<file path="config.mk">
export PLATFORM = sky130hd
export DESIGN_NAME = sysex_tx_framer_flat
export DESIGN_NICKNAME = d
export VERILOG_FILES = /design/src/rtl/sysex_tx_framer_if.sv /design/src/rtl/sysex_tx_framer.sv /design/src/flat_wrapper.sv
export SDC_FILE = /design/constraint.sdc
export NUM_CORES = 1
export LEC_CHECK = 0
export ABC_AREA = 0
export CELL_PAD_IN_SITES_DETAIL_PLACEMENT = 0
export CELL_PAD_IN_SITES_GLOBAL_PLACEMENT = 2
export CORE_MARGIN = 5
export CORE_UTILIZATION = 35
export CTS_CLUSTER_DIAMETER = 80
export DETAILED_ROUTE_END_ITERATION = 7
export DONT_BUFFER_PORTS = 1
export GPL_TIMING_DRIVEN = 0
export PLACE_DENSITY_LB_ADDON = 0.1
export SLEW_MARGIN = 10
export SYNTH_ARGS = -nofsm -noshare
export SYNTH_HDL_FRONTEND = slang
export SYNTH_SLANG_ARGS = --single-unit
</file>
<file path="constraint.sdc">
create_clock -name reg_clk -period 3.3 [get_ports reg_clk]
set_input_delay 0.66 -clock reg_clk [delete_from_list [all_inputs] [get_ports reg_clk]]
set_output_delay 0.66 -clock reg_clk [all_outputs]
set_load 0.1 [all_outputs]
</file>
<file path="src/rtl/sysex_tx_framer_if.sv">
// sysex_tx_framer_if: byte handshake from the SysEx framer to the MIDI UART transmitter
//   tx_data  : byte offered to the UART
//   tx_valid : tx_data is valid; a byte moves on an edge with tx_valid && tx_ready
//   tx_ready : UART accepts the offered byte
interface sysex_tx_framer_if;
    logic [7:0] tx_data;
    logic       tx_valid;
    logic       tx_ready;
    modport master (output tx_data, tx_valid, input tx_ready);
    modport slave  (input tx_data, tx_valid, output tx_ready);
endinterface

</file>
<file path="src/rtl/sysex_tx_framer.sv">
// sysex_tx_framer: builds Educational-Use SysEx frames (patch dump / single parameter) for the MIDI UART
//   reg_clk, reset_reg_N : clock, synchronous active-low reset
//   midi_ch_i            : channel nibble, latched when a request is accepted
//   dump_req_i           : start a patch dump (wins over param_req_i)
//   param_req_i          : start a parameter frame using param_bank_i/param_addr_i/param_data_i
//   syx_bank_addr_o/syx_dec_addr_o, synth_data_out_i : register-file read port, one-cycle latency
//   tx                   : byte stream to the UART
//   busy_o, done_o, data_ovr_o : frame in progress, end-of-frame pulse, sticky payload bit-7 flag
module sysex_tx_framer #(
    parameter logic [7:0] MFR_ID        = 8'h7D,
    parameter int         BANK_LEN      = 64,
    parameter int         LAST_BANK_LEN = 32
) (
    input  logic                     reg_clk,
    input  logic                     reset_reg_N,
    input  logic [3:0]               midi_ch_i,
    input  logic                     dump_req_i,
    input  logic                     param_req_i,
    input  logic [2:0]               param_bank_i,
    input  logic [6:0]               param_addr_i,
    input  logic [7:0]               param_data_i,
    output logic [2:0]               syx_bank_addr_o,
    output logic [6:0]               syx_dec_addr_o,
    input  logic [7:0]               synth_data_out_i,
    sysex_tx_framer_if.master        tx,
    output logic                     busy_o,
    output logic                     done_o,
    output logic                     data_ovr_o
);
    typedef enum logic [3:0] {
        IDLE, SOX, ID, CMD, P_BANK, P_ADDR, P_DATA, RD_ADDR, RD_WAIT, DATA, EOX
    } state_t;

    state_t     state_q, state_d;
    logic [7:0] tx_data_q, tx_data_d;
    logic       tx_valid_q, tx_valid_d;
    logic       busy_q, busy_d;
    logic       done_q, done_d;
    logic       ovr_q, ovr_d;
    logic [2:0] bank_q, bank_d;
    logic [6:0] addr_q, addr_d;
    logic       is_dump_q, is_dump_d;
    logic [3:0] ch_q, ch_d;
    logic [2:0] p_bank_q, p_bank_d;
    logic [6:0] p_addr_q, p_addr_d;
    logic [7:0] p_data_q, p_data_d;
    logic       xfer;
    logic [6:0] addr_last;

    assign xfer      = tx_valid_q && tx.tx_ready;
    assign addr_last = (bank_q == 3'd5) ? 7'(LAST_BANK_LEN - 1) : 7'(BANK_LEN - 1);

    always_comb begin
        state_d    = state_q;
        tx_data_d  = tx_data_q;
        tx_valid_d = tx_valid_q;
        busy_d     = busy_q;
        done_d     = 1'b0;
        ovr_d      = ovr_q;
        bank_d     = bank_q;
        addr_d     = addr_q;
        is_dump_d  = is_dump_q;
        ch_d       = ch_q;
        p_bank_d   = p_bank_q;
        p_addr_d   = p_addr_q;
        p_data_d   = p_data_q;
        case (state_q)
            IDLE: if (dump_req_i || param_req_i) begin
                state_d    = SOX;
                is_dump_d  = dump_req_i;
                ch_d       = midi_ch_i;
                p_bank_d   = param_bank_i;
                p_addr_d   = param_addr_i;
                p_data_d   = param_data_i;
                busy_d     = 1'b1;
                ovr_d      = 1'b0;
                tx_data_d  = 8'hF0;
                tx_valid_d = 1'b1;
            end
            SOX: if (xfer) begin
                state_d   = ID;
                tx_data_d = MFR_ID;
            end
            ID: if (xfer) begin
                state_d   = CMD;
                tx_data_d = {is_dump_q ? 4'h7 : 4'h1, ch_q};
            end
            CMD: if (xfer) begin
                if (is_dump_q) begin
                    state_d    = RD_ADDR;
                    tx_valid_d = 1'b0;
                    bank_d     = 3'd0;
                    addr_d     = 7'd0;
                end else begin
                    state_d   = P_BANK;
                    tx_data_d = {5'b0, p_bank_q};
                end
            end
            P_BANK: if (xfer) begin
                state_d   = P_ADDR;
                tx_data_d = {1'b0, p_addr_q};
            end
            P_ADDR: if (xfer) begin
                state_d   = P_DATA;
                tx_data_d = {1'b0, p_data_q[6:0]};
                ovr_d     = ovr_q | p_data_q[7];
            end
            P_DATA: if (xfer) begin
                state_d   = EOX;
                tx_data_d = 8'hF7;
            end
            RD_ADDR: state_d = RD_WAIT;
            // read data for the address driven in RD_ADDR is present during this cycle
            RD_WAIT: begin
                state_d    = DATA;
                tx_data_d  = {1'b0, synth_data_out_i[6:0]};
                tx_valid_d = 1'b1;
                ovr_d      = ovr_q | synth_data_out_i[7];
            end
            DATA: if (xfer) begin
                if (addr_q == addr_last && bank_q == 3'd5) begin
                    state_d   = EOX;
                    tx_data_d = 8'hF7;
                end else begin
                    state_d    = RD_ADDR;
                    tx_valid_d = 1'b0;
                    // banks run 0,1,2 then jump to 5
                    bank_d     = (addr_q != addr_last) ? bank_q : (bank_q == 3'd2) ? 3'd5 : bank_q + 3'd1;
                    addr_d     = (addr_q == addr_last) ? 7'd0 : addr_q + 7'd1;
                end
            end
            EOX: if (xfer) begin
                state_d    = IDLE;
                tx_valid_d = 1'b0;
                busy_d     = 1'b0;
                done_d     = 1'b1;
            end
            default: state_d = IDLE;
        endcase
    end

    always_ff @(posedge reg_clk) begin
        if (!reset_reg_N) begin
            state_q    <= IDLE;
            tx_data_q  <= 8'h00;
            tx_valid_q <= 1'b0;
            busy_q     <= 1'b0;
            done_q     <= 1'b0;
            ovr_q      <= 1'b0;
            bank_q     <= 3'd0;
            addr_q     <= 7'd0;
            is_dump_q  <= 1'b0;
            ch_q       <= 4'd0;
            p_bank_q   <= 3'd0;
            p_addr_q   <= 7'd0;
            p_data_q   <= 8'd0;
        end else begin
            state_q    <= state_d;
            tx_data_q  <= tx_data_d;
            tx_valid_q <= tx_valid_d;
            busy_q     <= busy_d;
            done_q     <= done_d;
            ovr_q      <= ovr_d;
            bank_q     <= bank_d;
            addr_q     <= addr_d;
            is_dump_q  <= is_dump_d;
            ch_q       <= ch_d;
            p_bank_q   <= p_bank_d;
            p_addr_q   <= p_addr_d;
            p_data_q   <= p_data_d;
        end
    end

    assign tx.tx_data      = tx_data_q;
    assign tx.tx_valid     = tx_valid_q;
    assign syx_bank_addr_o = bank_q;
    assign syx_dec_addr_o  = addr_q;
    assign busy_o          = busy_q;
    assign done_o          = done_q;
    assign data_ovr_o      = ovr_q;
endmodule

</file>
<file path="src/flat_wrapper.sv">
// flat-port wrapper written by rule: the top's interface ports become plain ports
module sysex_tx_framer_flat 
#(
    parameter logic [7:0] MFR_ID        = 8'h7D,
    parameter int         BANK_LEN      = 64,
    parameter int         LAST_BANK_LEN = 32
)
  (reg_clk, reset_reg_N, midi_ch_i, dump_req_i, param_req_i, param_bank_i, param_addr_i, param_data_i, syx_bank_addr_o, syx_dec_addr_o, synth_data_out_i, busy_o, done_o, data_ovr_o, tx_tx_data, tx_tx_valid, tx_tx_ready);
  sysex_tx_framer_if tx_i ();
  input  logic reg_clk;
  input  logic reset_reg_N;
  input  logic [3:0] midi_ch_i;
  input  logic dump_req_i;
  input  logic param_req_i;
  input  logic [2:0] param_bank_i;
  input  logic [6:0] param_addr_i;
  input  logic [7:0] param_data_i;
  output logic [2:0] syx_bank_addr_o;
  output logic [6:0] syx_dec_addr_o;
  input  logic [7:0] synth_data_out_i;
  output logic busy_o;
  output logic done_o;
  output logic data_ovr_o;
  output wire logic [$bits(tx_i.tx_data)-1:0] tx_tx_data;
  output wire logic [$bits(tx_i.tx_valid)-1:0] tx_tx_valid;
  input wire logic [$bits(tx_i.tx_ready)-1:0] tx_tx_ready;
  assign tx_tx_data = tx_i.tx_data;
  assign tx_tx_valid = tx_i.tx_valid;
  assign tx_i.tx_ready = tx_tx_ready;
  sysex_tx_framer #(.MFR_ID(MFR_ID), .BANK_LEN(BANK_LEN), .LAST_BANK_LEN(LAST_BANK_LEN)) u_core (.reg_clk(reg_clk), .reset_reg_N(reset_reg_N), .midi_ch_i(midi_ch_i), .dump_req_i(dump_req_i), .param_req_i(param_req_i), .param_bank_i(param_bank_i), .param_addr_i(param_addr_i), .param_data_i(param_data_i), .syx_bank_addr_o(syx_bank_addr_o), .syx_dec_addr_o(syx_dec_addr_o), .synth_data_out_i(synth_data_out_i), .tx(tx_i), .busy_o(busy_o), .done_o(done_o), .data_ovr_o(data_ovr_o));
endmodule
</file>
==> metrics <==
number of synthesized flops with an enable pin=0; RSZ-0062 raised after global routing=no; Site Rows=31; DP Cell Count=427; Req. time, crit path=approximately 3500 ps; commonest non-fill, non-tap cell in the layout=nand2_1; Mapped Avg Cell Area=roughly 8 um^2; yosys warns=0; endpoint class of the critical path=flip-flop; CP max FO=6; Final Power=0.00262 W; Hold WS=457 ps; DRT antenna net count=0; initial DRC count=122; IO Port Bufs=0; H-tree depth=2; mapped cell area=between 2000 and 3000 um^2; clock tree sinks=49; Bufs and invs on worst path=0; max-cap viol count=0; worst reg2reg startpoint=u_core.syx_dec_addr_o[0]; WL met3=~380 um; CP peak stage delay=1020 ps; Crit-path slowest cell=dfxtp_1; synthesis-to-layout area growth=9.21%; worst vdd ir=0.000318 V; FF-to-FF setup slack=~590 ps; vias in the first global route=roughly 2300; layout net count=about 370; commonest cells after routing, fill and taps aside=nand2_1, dfxtp_1, a21oi_1, nor2_1, o21ai_0; R2R Path End=u_core.syx_bank_addr_o[1]; postcts setup bufs=0; Tot GR Track Use=around 17%; total gr overflow=0; fmax=approximately 370 MHz; Core Area=between 7000 and 8000 um^2; cts repair resizes=0; via count=about 2400; Starting Density=~36%; # IOs=57; Synth top area share=a little under two fifths; post-layout minimum cycle time=roughly 2700 ps; pin count of the biggest net entering global routing=15; cells after synthesis=328; Total Die Area=between 9000 and 10000 um^2; syn nets=about 360; clock latency on the worst-skew pair=between 300 and 400 ps; Critical Path Source Type=flip-flop; WL/cell=17.9 um; normalized max-slew margin=roughly a quarter; Reg clk slew, reported paths=100 ps; P_leak=~1.0 nW; final WL=just under 8000 um; CTS buffer count=5; uppermost layer routed=met4; CP Cell Sequence=ha_1 > nand3_1 > nor3_1 > nand3_1 > or4b_1 > a21oi_1; DRC=0; initial antenna violation count=0; CP Class=reg2reg; number of synthesized register bits=49; synth top area cells=dfxtp_1, nand2_1, a21oi_1, o21ai_0, mux2i_1; cell repeated most along the worst path=nand3_1; crit path capture=u_core.syx_bank_addr_o[1]; final setup fails=0; CP Depth=6; CTS Buffer Depth=2; synth unique cells=between 60 and 70; number of fill cells=~800; Non-Filler Instances=approximately 440; router iterations before antenna repair=4; fin crit share=around 80%; n_diodes=0; Final Skew=roughly 11 ps; final slew viol count=0; Core Util, Final=roughly two fifths; Arr. time, crit path=between 2000 and 3000 ps; Final Hold Vio Count=0; first-pass GRT wire length=between 10000 and 15000 um; Top delay family on crit path=simple AND/OR/NAND/NOR gates; DIE HEIGHT=approximately 96 um; top_reg_cell synth=dfxtp_1; worst setup path start=u_core.syx_dec_addr_o[0]; Die W=approximately 96 um; RePlAce Congestion=~0.80; number of hold buffers added after CTS=0; WL met1=around 3400 um; Root Driver=clkbuf_8; dpl hpwl=~6000 um; metal2 WL=approximately 3800 um; Pwr per Cell Area=about 920 nW/um^2; setup TNS=0 ps; status=finished, final reports clean; FFs w/ async S/R, synth=0%; Seq/Total Area, Yosys=37.6%; worst hold-check path type=reg2reg; layout cells sized above 1=between 10% and 20%; Worst-Margin Slew=around 1100 ps; worst reg-to-reg path cell count=6; DR vias/cell=around 5.4; post-synth top area cell=dfxtp_1; CTS tree=done
## synthesized netlist by cell type (2+ instances only)
library cell	n
a211oi_1	2
a211oi_2	2
a21o_1	2
a21oi_1	43
a221oi_1	5
a22oi_1	4
a31o_2	2
a31oi_1	3
and2_1	4
and3_1	2
buf_2	6
buf_4	7
clkbuf_1	11
dfxtp_1	49
inv_1	4
maj3_1	3
mux2i_1	7
nand2_1	64
nand2b_1	2
nand3_1	11
nand4_1	5
nor2_1	18
nor2b_1	4
nor3_1	9
nor3_2	2
o21ai_0	15
o221a_1	2
o22ai_1	2
xor2_1	5
## through the flow
stage | setup WS (ps) | area [um^2]
after floorplan | 815 | 2610
after global placement | 551 | 2730
after detailed placement | 557 | 2730
after CTS | 514 | 2850
after global routing | 409 | 2850
final | 588 | 2850
## worst min-delay path: cells and delay by family, from the launching register on
| family | cells | cell delay, ps |
|---|---|---|
| and+or+nand+nor | 1 | 50 |
| DFF | 1 | 320 |
| AOI/OAI and AO/OA | 1 | 50 |
## metal layers
layer	global-route usage, %	up-vias
li1	-	1194
met1	21.1	1092
met2	29.4	61
met3	4.22	12
met4	6.89	0
met5	0	-
## state kept, by name (all words and copies together), names as in the netlist
name,cells
u_core.p_data_q,8
u_core.p_bank_q,3
u_core.is_dump_q,1
u_core.tx.tx_data,8
u_core.done_o,1
u_core.syx_bank_addr_o,3
u_core.p_addr_q,7
u_core.ch_q,4
u_core.syx_dec_addr_o,7
u_core.data_ovr_o,1
u_core.tx.tx_valid,1
u_core.state_q,4
u_core.busy_o,1
## worst min-delay path by stage
stage	from	to	slack, ps	depth (start not counted)
after global routing	param_data_i[7]	u_core.p_data_q[7]	460	2
after detailed placement	u_core.p_addr_q[6]	u_core.p_addr_q[6]	450	2
after floorplan	u_core.ch_q[1]	u_core.ch_q[1]	430	2
final	u_core.p_addr_q[6]	u_core.p_addr_q[6]	460	2
after CTS	u_core.p_addr_q[6]	u_core.p_addr_q[6]	460	2
after global placement	u_core.p_addr_q[6]	u_core.p_addr_q[6]	440	2
## area by class of cell
type / instances / area (um^2) / share of cell area (%)
buffer: 25 / 135 / 4.74
clock buffer: 7 / 86.3 / 3.03
clock inverter: 1 / 30.0 / 1.05
inverter: 6 / 22.5 / 0.791
multi-input combinational: 248 / 1470 / 51.6
sequential: 49 / 981 / 34.4
tap: 99 / 124 / 4.35
## report_power, final
part | internal [W] | total, W | leakage, nW | switching (W)
clock | 0.000248 | 0.000458 | 0.0585 | 0.000211
sequential | 0.000727 | 0.00120 | 0.402 | 0.000471
combinational | 0.000384 | 0.000960 | 0.573 | 0.000576
## kinds of logic (layout without fill, tap and decap cells)
group | Yosys count | after routing | share of synthesized area, %
and+or+nand+nor | 136 | 136 | 26.2
AOI/OAI and AO/OA | 95 | 95 | 23.7
DFF | 49 | 49 | 37.6
buffers and inverters | 31 | 39 | 6.04
muxes | 8 | 8 | 3.12
xor gates and xnor gates | 5 | 5 | 1.68
adders and majority gates | 4 | 4 | 1.63
(Power assumes the default switching activity.)
